## config.mk

```make
export PLATFORM = sky130hd
export DESIGN_NAME = piso_serializer
export DESIGN_NICKNAME = d
export VERILOG_FILES = /design/src/rtl/piso_serializer_pkg.sv /design/src/rtl/piso_shift_reg.sv /design/src/rtl/piso_serializer.sv
export SDC_FILE = /design/constraint.sdc
export NUM_CORES = 1
export LEC_CHECK = 0
export CAP_MARGIN = 20
export CORE_AREA = 5 5 42 44
export CTS_BUF_LIST = sky130_fd_sc_hd__clkbuf_16
export DETAILED_ROUTE_END_ITERATION = 6
export DIE_AREA = 0 0 47 49
export DONT_BUFFER_PORTS = 1
export PLACE_DENSITY = 0.57
export REMOVE_ABC_BUFFERS = 1
export SYNTH_ARGS = -nofsm -noshare
export SYNTH_HDL_FRONTEND = slang
export SYNTH_SLANG_ARGS = --single-unit
```

## constraint.sdc

```tcl
create_clock -name clk -period 2.3 [get_ports clk]
set_input_delay 0.46 -clock clk [delete_from_list [all_inputs] [get_ports clk]]
set_output_delay 0.46 -clock clk [all_outputs]
set_load 0.02 [all_outputs]
```

## src/rtl/piso_serializer_pkg.sv

```systemverilog
// Shared constants for the serializer block: FSM encodings and default word length.
// Latency: n/a (package only).
// Backpressure: n/a (package only).
package piso_serializer_pkg;

  // FSM encodings (one bit is enough for two states)
  localparam logic [0:0] S_IDLE  = 1'b0;
  localparam logic [0:0] S_SHIFT = 1'b1;

  // Default word length; matches the 10110 pattern length the detectors look for
  localparam int SER_WIDTH_DEF = 5;

endpackage : piso_serializer_pkg

```

## src/rtl/piso_shift_reg.sv

```systemverilog
// Data register for the serializer: parallel load, one-bit shift, head-bit tap.
// Latency: q_bit reflects a load or shift on the cycle after the edge.
// Backpressure: none; the owner decides when to load or shift.
module piso_shift_reg #(
  parameter int WIDTH     = 5,
  parameter int MSB_FIRST = 1
) (
  input  logic             clk,
  input  logic             rst,
  input  logic             load,
  input  logic             shift,
  input  logic [WIDTH-1:0] d,
  output logic             q_bit
);

  logic [WIDTH-1:0] data_q;
  logic [WIDTH-1:0] data_d;

  // Next value: load wins over shift; vacated bit positions fill with zero
  always_comb begin
    data_d = data_q;
    if (load) begin
      data_d = d;
    end else if (shift) begin
      if (MSB_FIRST != 0) begin
        data_d = {data_q[WIDTH-2:0], 1'b0};
      end else begin
        data_d = {1'b0, data_q[WIDTH-1:1]};
      end
    end
  end

  // Data register with asynchronous clear
  always_ff @(posedge clk or negedge rst) begin
    if (!rst) begin
      data_q <= '0;
    end else begin
      data_q <= data_d;
    end
  end

  // The head bit is the end the register shifts toward
  assign q_bit = (MSB_FIRST != 0) ? data_q[WIDTH-1] : data_q[0];

endmodule : piso_shift_reg

```

## src/rtl/piso_serializer.sv

```systemverilog
// Parallel-in/serial-out stage feeding the 10110 detectors with a one-bit stream.
// Latency: first bit of an accepted word appears on j the cycle after accept.
// Backpressure: din_ready only in IDLE or on the last bit of a word; back-to-back words are gapless.
module piso_serializer
  import piso_serializer_pkg::*;
#(
  parameter int WIDTH     = SER_WIDTH_DEF,
  parameter int MSB_FIRST = 1
) (
  input  logic             clk,
  input  logic             rst,
  input  logic             din_valid,
  input  logic [WIDTH-1:0] din,
  output logic             din_ready,
  output logic             j,
  output logic             j_valid,
  output logic             done
);

  localparam int               CW   = $clog2(WIDTH);
  localparam logic [CW-1:0]    LAST = CW'(WIDTH - 1);

  logic [0:0]    state_q, state_d;
  logic [CW-1:0] cnt_q, cnt_d;
  logic          accept;
  logic          last_bit;
  logic          shift_en;
  logic          head_bit;

  // Last bit of the current word is on j this cycle
  assign last_bit  = (state_q == S_SHIFT) && (cnt_q == LAST);
  // Ready depends only on state/count, never on din_valid
  assign din_ready = (state_q == S_IDLE) || last_bit;
  assign accept    = din_valid && din_ready;

  // FSM and bit counter next-state; an accept on the last bit reloads without an idle gap
  always_comb begin
    state_d  = state_q;
    cnt_d    = cnt_q;
    shift_en = 1'b0;
    case (state_q)
      S_IDLE: begin
        if (accept) begin
          state_d = S_SHIFT;
          cnt_d   = '0;
        end
      end
      S_SHIFT: begin
        if (last_bit) begin
          cnt_d = '0;
          if (!accept) begin
            state_d = S_IDLE;
          end
        end else begin
          shift_en = 1'b1;
          cnt_d    = cnt_q + 1'b1;
        end
      end
      default: begin
        state_d = S_IDLE;
        cnt_d   = '0;
      end
    endcase
  end

  // State and counter registers; reset aborts any word in flight
  always_ff @(posedge clk or negedge rst) begin
    if (!rst) begin
      state_q <= S_IDLE;
      cnt_q   <= '0;
    end else begin
      state_q <= state_d;
      cnt_q   <= cnt_d;
    end
  end

  piso_shift_reg #(
    .WIDTH     (WIDTH),
    .MSB_FIRST (MSB_FIRST)
  ) u_shift_reg (
    .clk   (clk),
    .rst   (rst),
    .load  (accept),
    .shift (shift_en),
    .d     (din),
    .q_bit (head_bit)
  );

  // Outputs decode registered state only, so they clear as soon as reset asserts
  assign j_valid = (state_q == S_SHIFT);
  assign j       = j_valid && head_bit;
  assign done    = last_bit;

endmodule : piso_serializer

```

==> impl_metrics.yaml, run 1 <==
status:
  status: "completed"
power:
  powerDensity_mw_per_mm2: 1520
  power_mw: 0.878
  p_leak_nw: 0.297
  ir_worst_vdd_mv: 0.476
worst_setup_path:
  cp_num_buf_inv: 1
  worstPathCellList: "a21boi_4 > inv_1"
  r2r_cells: 2
  max_stage_delay_ns: 0.59
  critPathCaptureType: "primary output"
  critical_path_arrival_ns: 1.36
  path_delay_family: "flip-flops"
  slowest_stage: "dfrtp_1"
  r2r_end: "u_shift_reg.data_q[3]$_DFFE_PN0P_"
  crit_fanout: 10
  cp-start-kind: "flop"
  critPathKind: "reg2out"
  r2r_start: "j_valid$_DFF_PN0_"
  r2r_slack_ns: 0.85
  crit_required_ns: 1.84
logic_synthesis:
  netlist_area_um2: 489
  ys_warn_count: 0
  ys_ff_latch: 9
  seq_area_frac_synth: 0.460
  synth_cell_type_count: 18
  synthCells: 38
  avgSynthCellArea_um2: 12.9
grt:
  grt_max_degree: 11
  grt_pass1_vias: 318
  grt_overflow_total: 0
  grt_pass1_wl_um: 1480
  track_usage: 0.0937
  antenna_found_initial: 0
hold_path:
  holdPathStages: 1
  hold_path.class: "in2reg"
  holdCritStartpoint: "din_valid"
  min_to: "cnt_q[1]$_DFFE_PN0P_"
sta:
  setup_violations: 0
  maxClockFrequency_ghz: 0.549
  drv_slew: 0
  hold_viol: 0
  worst_hold_slack_ns: 0.328
  period_share: 0.792
  relSlewSlack: 0.719
  layout_min_cycle_time_ns: 1.82
  worst_slack_ns: 0.479
  tightest_slew_ns: 0.422
  skew_ns: 0.00265
  rsz0062_at_grt: "false"
  fin_tns_setup_ns: 0
layout:
  regArea_um2: 225
  multiInputGateArea_um2: 234
  final_net_count: 52
  layout-drive-gt1-share: 0.341
  nFillCells: 136
  layout.cells.non_filler: 57
  area_growth_syn_to_layout_pct: 18.4
  antennaDiodeCount: 0
floorplanning:
  initial_core_util: 0.349
  die_area_mm2: 0.00230
  num_rows: 14
  dieHeight_um: 49
  pin_count: 12
  core_mm2: 0.00140
  die_w_um: 47
cts:
  cts_sinks: 9
  clk_path_buf_depth: 2
  cts_tree: "done"
  cts_buffers: 3
  clockRootBuffer: "clkbuf_16"
  h-tree-depth: 1
  clk_pin_slew_ns: 0.04
  clkLatencyLatePin_ns: 0.23
  post_cts_buffers: 0
route:
  drt_iter0_drc: 2
  route.detailed.drc: 0
  routedWlPerCell_um: 15.6
  totalWireLength_um: 889
  detail-route-antenna-nets: 0
  viasPerCell: 5.04
  first_pass_iters: 2
  vias: 287
placed_design:
  routabilityCongestion: 0.761
  pre_cts_slack_ns: 0.715
  placedCellCount: 52
  portBuffers: 0
  dpl.hpwl_um: 669
job:
  drv_cap: 0
[sequential cells by signal, summed over array words and instances (netlist names)]
signal / cells
u_shift_reg.data_q: 5
j_valid: 1
cnt_q: 3
[metal layers]
| layer | track usage | share of wire | vias up |
|---|---|---|---|
| met5 | 0 | 0 | - |
| met4 | 0.0691 | 0.0045 | 0 |
| met3 | 0.0406 | 0.056 | 2 |
| met2 | 0.118 | 0.52 | 8 |
| met1 | 0.122 | 0.42 | 142 |
| li1 | - | - | 135 |
[worst max path at each step]
stage | slack, ns | start | endpoint | depth (start not counted)
final | 0.48 | j_valid$_DFF_PN0_ | din_ready | 2
after global routing | 0.39 | j_valid$_DFF_PN0_ | din_ready | 2
after CTS | 0.47 | j_valid$_DFF_PN0_ | din_ready | 2
after detailed placement | 0.72 | j_valid$_DFF_PN0_ | din_ready | 2
after global placement | 0.75 | j_valid$_DFF_PN0_ | din_ready | 2
after floorplan | 0.84 | cnt_q[0]$_DFFE_PN0P_ | din_ready | 4
[cells in the mapped netlist]
library cell / count / share of area
o31ai_1: 1 / 0.015
buf_6: 1 / 0.023
mux2_4: 4 / 0.12
a21boi_4: 1 / 0.038
nand2_1: 1 / 0.0077
and2_1: 1 / 0.013
o21a_1: 1 / 0.015
and3_1: 1 / 0.013
or2_2: 1 / 0.013
ha_1: 2 / 0.051
a21oi_1: 2 / 0.020
dfrtp_1: 9 / 0.46
mux2_2: 5 / 0.12
or3b_1: 1 / 0.018
nor2_1: 2 / 0.015
inv_1: 3 / 0.023
mux2i_1: 1 / 0.020
buf_4: 1 / 0.015
[logic make-up (layout without fill, tap and decap cells)]
| family | count (synthesis) | in the layout | synth area share |
|---|---|---|---|
| buf+inv | 5 | 8 | 0.0614 |
| simple gates | 7 | 7 | 0.0793 |
| fa+ha+maj | 2 | 2 | 0.0511 |
| compound gates | 5 | 5 | 0.0895 |
| flops | 9 | 9 | 0.460 |
| mux | 10 | 10 | 0.258 |
[cell type report]
type / count / area share
multi-input combinational: 24 / 0.404
sequential: 9 / 0.389
clock buffer: 3 / 0.130
tap: 16 / 0.0346
inverter: 3 / 0.0194
timing repair buffer: 1 / 0.0173
clock inverter: 1 / 0.00648
[through the flow]
step                      instance area [µm²]  utilization
after floorplan                           470            -
after global placement                    490        0.350
after detailed placement                  490        0.350
after CTS                                 579        0.413
after global routing                      579        0.413
final                                     579        0.413
[power breakdown]
group          total (mW)  internal (mW)  switching [mW]
logic               0.299          0.153           0.146
registers           0.286          0.224          0.0624
clock network       0.293          0.226          0.0665
[placed cells by master, fill, tap and decap left out, drive strengths merged]
master	Yosys	routed
mux2i	1	1
clkbuf	0	3
nor2	2	2
a21oi	2	2
inv	3	4
ha	2	2
o21a	1	1
or3b	1	1
dlygate4sd3	0	1
a21boi	1	1
or2	1	1
and2	1	1
and3	1	1
nand2	1	1
dfrtp	9	9
mux2	9	9
o31ai	1	1
[repair_timing]
item	4_1_cts	5_1_grt
hold endpoints to repair	9	0
gates resized for setup	0	0
hold buffers	1	0
No activity file was read; power rests on OpenSTA's default activity.
==> inputs of run 2 (changes only) <==
Clock period 2.3 ns to 1.9 ns, I/O delays scaled along.
==> impl_metrics.yaml, run 2 (synthesis results as in run 1) <==
placed_design:
  placed_area_um2: 498
  dpl.hpwl_um: 683
  routabilityCongestion: 0.665
  portBuffers: 0
  placedCellCount: 53
  pre_cts_slack_ns: 0.379
layout:
  final_util: 0.419
  largest_reg_flops: 5
  mostFrequentLayoutCell: "dfrtp_1"
  layout.cells.non_filler: 58
  final_net_count: 53
  antennaDiodeCount: 0
  finalInstanceArea_um2: 587
  area_growth_syn_to_layout_pct: 19.9
  layout-drive-gt1-share: 0.357
  layout_common_cells: "9 x dfrtp_1, 5 x mux2_2, 4 x inv_1, 4 x mux2_4, 3 x clkbuf_16"
  regMostFlops: "u_shift_reg.data_q"
sta:
  hold_viol: 0
  rsz0062_at_grt: "false"
  relSlewSlack: 0.718
  setup_violations: 0
  worst_slack_ns: 0.169
  tightest_slew_ns: 0.422
  period_share: 0.911
  maxClockFrequency_ghz: 0.578
  skew_ns: 0.000709
  layout_min_cycle_time_ns: 1.73
  fin_tns_setup_ns: 0
  drv_slew: 0
  worst_hold_slack_ns: 0.241
grt:
  track_usage: 0.0989
  grt_pass1_vias: 368
  antenna_found_initial: 0
  grt_max_degree: 10
  grt_overflow_total: 0
  grt_pass1_wl_um: 1560
cts:
  cts_tree: "done"
  cts_buffers: 3
  clockRootBuffer: "clkbuf_16"
  cts_resized: 0
  cts_sinks: 9
  clkLatencyLatePin_ns: 0.24
  cts_hold_buf: 1
  h-tree-depth: 1
  post_cts_buffers: 0
  clk_pin_slew_ns: 0.04
  clk_path_buf_depth: 2
power:
  p_leak_nw: 0.302
  power_mw: 1.08
  ir_worst_vdd_mv: 0.732
  powerDensity_mw_per_mm2: 1840
job:
  drv_cap: 0
route:
  first_pass_iters: 2
  route.detailed.drc: 0
  detail-route-antenna-nets: 0
  viasPerCell: 5.24
  vias: 304
  routedWlPerCell_um: 15.9
  totalWireLength_um: 923
  drt_iter0_drc: 2
floorplanning:
  num_rows: 14
  pin_count: 12
  die_area_mm2: 0.00230
  initial_core_util: 0.349
  die_w_um: 47
  core_mm2: 0.00140
  dieHeight_um: 49
hold_path:
  hold_path.class: "in2reg"
  holdPathStages: 1
worst_setup_path:
  crit_fanout: 8
  cp-start-kind: "flop"
  critical_path_arrival_ns: 1.35
  critPathKind: "reg2out"
  r2r_cells: 4
  crit_required_ns: 1.52
  critPathCaptureType: "primary output"
status:
  status: "completed"
run 2: report_power, final:
group	switching (mW)	total [mW]	leakage, nW	internal [mW]
Clock	0.0916	0.366	0.0423	0.275
Combinational	0.193	0.386	0.148	0.193
Sequential	0.0575	0.329	0.112	0.271
Total	0.342	1.08	0.302	0.739
run 2: worst max-delay path, stage by stage, from the launching register on:
cell      delay (ns)
dfrtp_1         0.37
inv_1           0.06
ha_1            0.24
a21boi_4        0.27
inv_1           0.17
run 2: path summary, 6_finish.rpt:
check                      slack, ns                              start                           endpoint
setup / recovery                0.17               cnt_q[0]$_DFFE_PN0P_                          din_ready
hold / removal                  0.24                          din_valid               cnt_q[1]$_DFFE_PN0P_
setup reg to reg                0.47               cnt_q[0]$_DFFE_PN0P_  u_shift_reg.data_q[4]$_DFFE_PN0P_
hold reg to reg                 0.51  u_shift_reg.data_q[0]$_DFFE_PN0P_  u_shift_reg.data_q[1]$_DFFE_PN0P_
max in group asynchronous       1.09                                rst               cnt_q[1]$_DFFE_PN0P_
min in group asynchronous       0.52                                rst  u_shift_reg.data_q[2]$_DFFE_PN0P_
run 2: layout make-up:
| type | instances | area (µm²) |
|---|---|---|
| clock buffer | 3 | 75.1 |
| clock inverter | 1 | 3.75 |
| fill | 135 | 815 |
| inverter | 3 | 11.3 |
| multi-input combinational | 24 | 234 |
| sequential | 9 | 225 |
| tap | 16 | 20.0 |
| timing repair buffer | 2 | 17.5 |
run 2: routing by layer:
metal / global-route usage / vias to the layer above / routed length (µm)
li1: - / 137 / -
met1: 0.100 / 149 / 353
met2: 0.138 / 13 / 444
met3: 0.0517 / 5 / 86
met4: 0.0922 / 0 / 38
met5: 0 / - / 0
==> inputs of run 3 (changes only) <==
Settings changed: SLEW_MARGIN from default to 20.
==> results of run 3 <==
No change in the layout: final DEF, timing and power equal those of run 2.
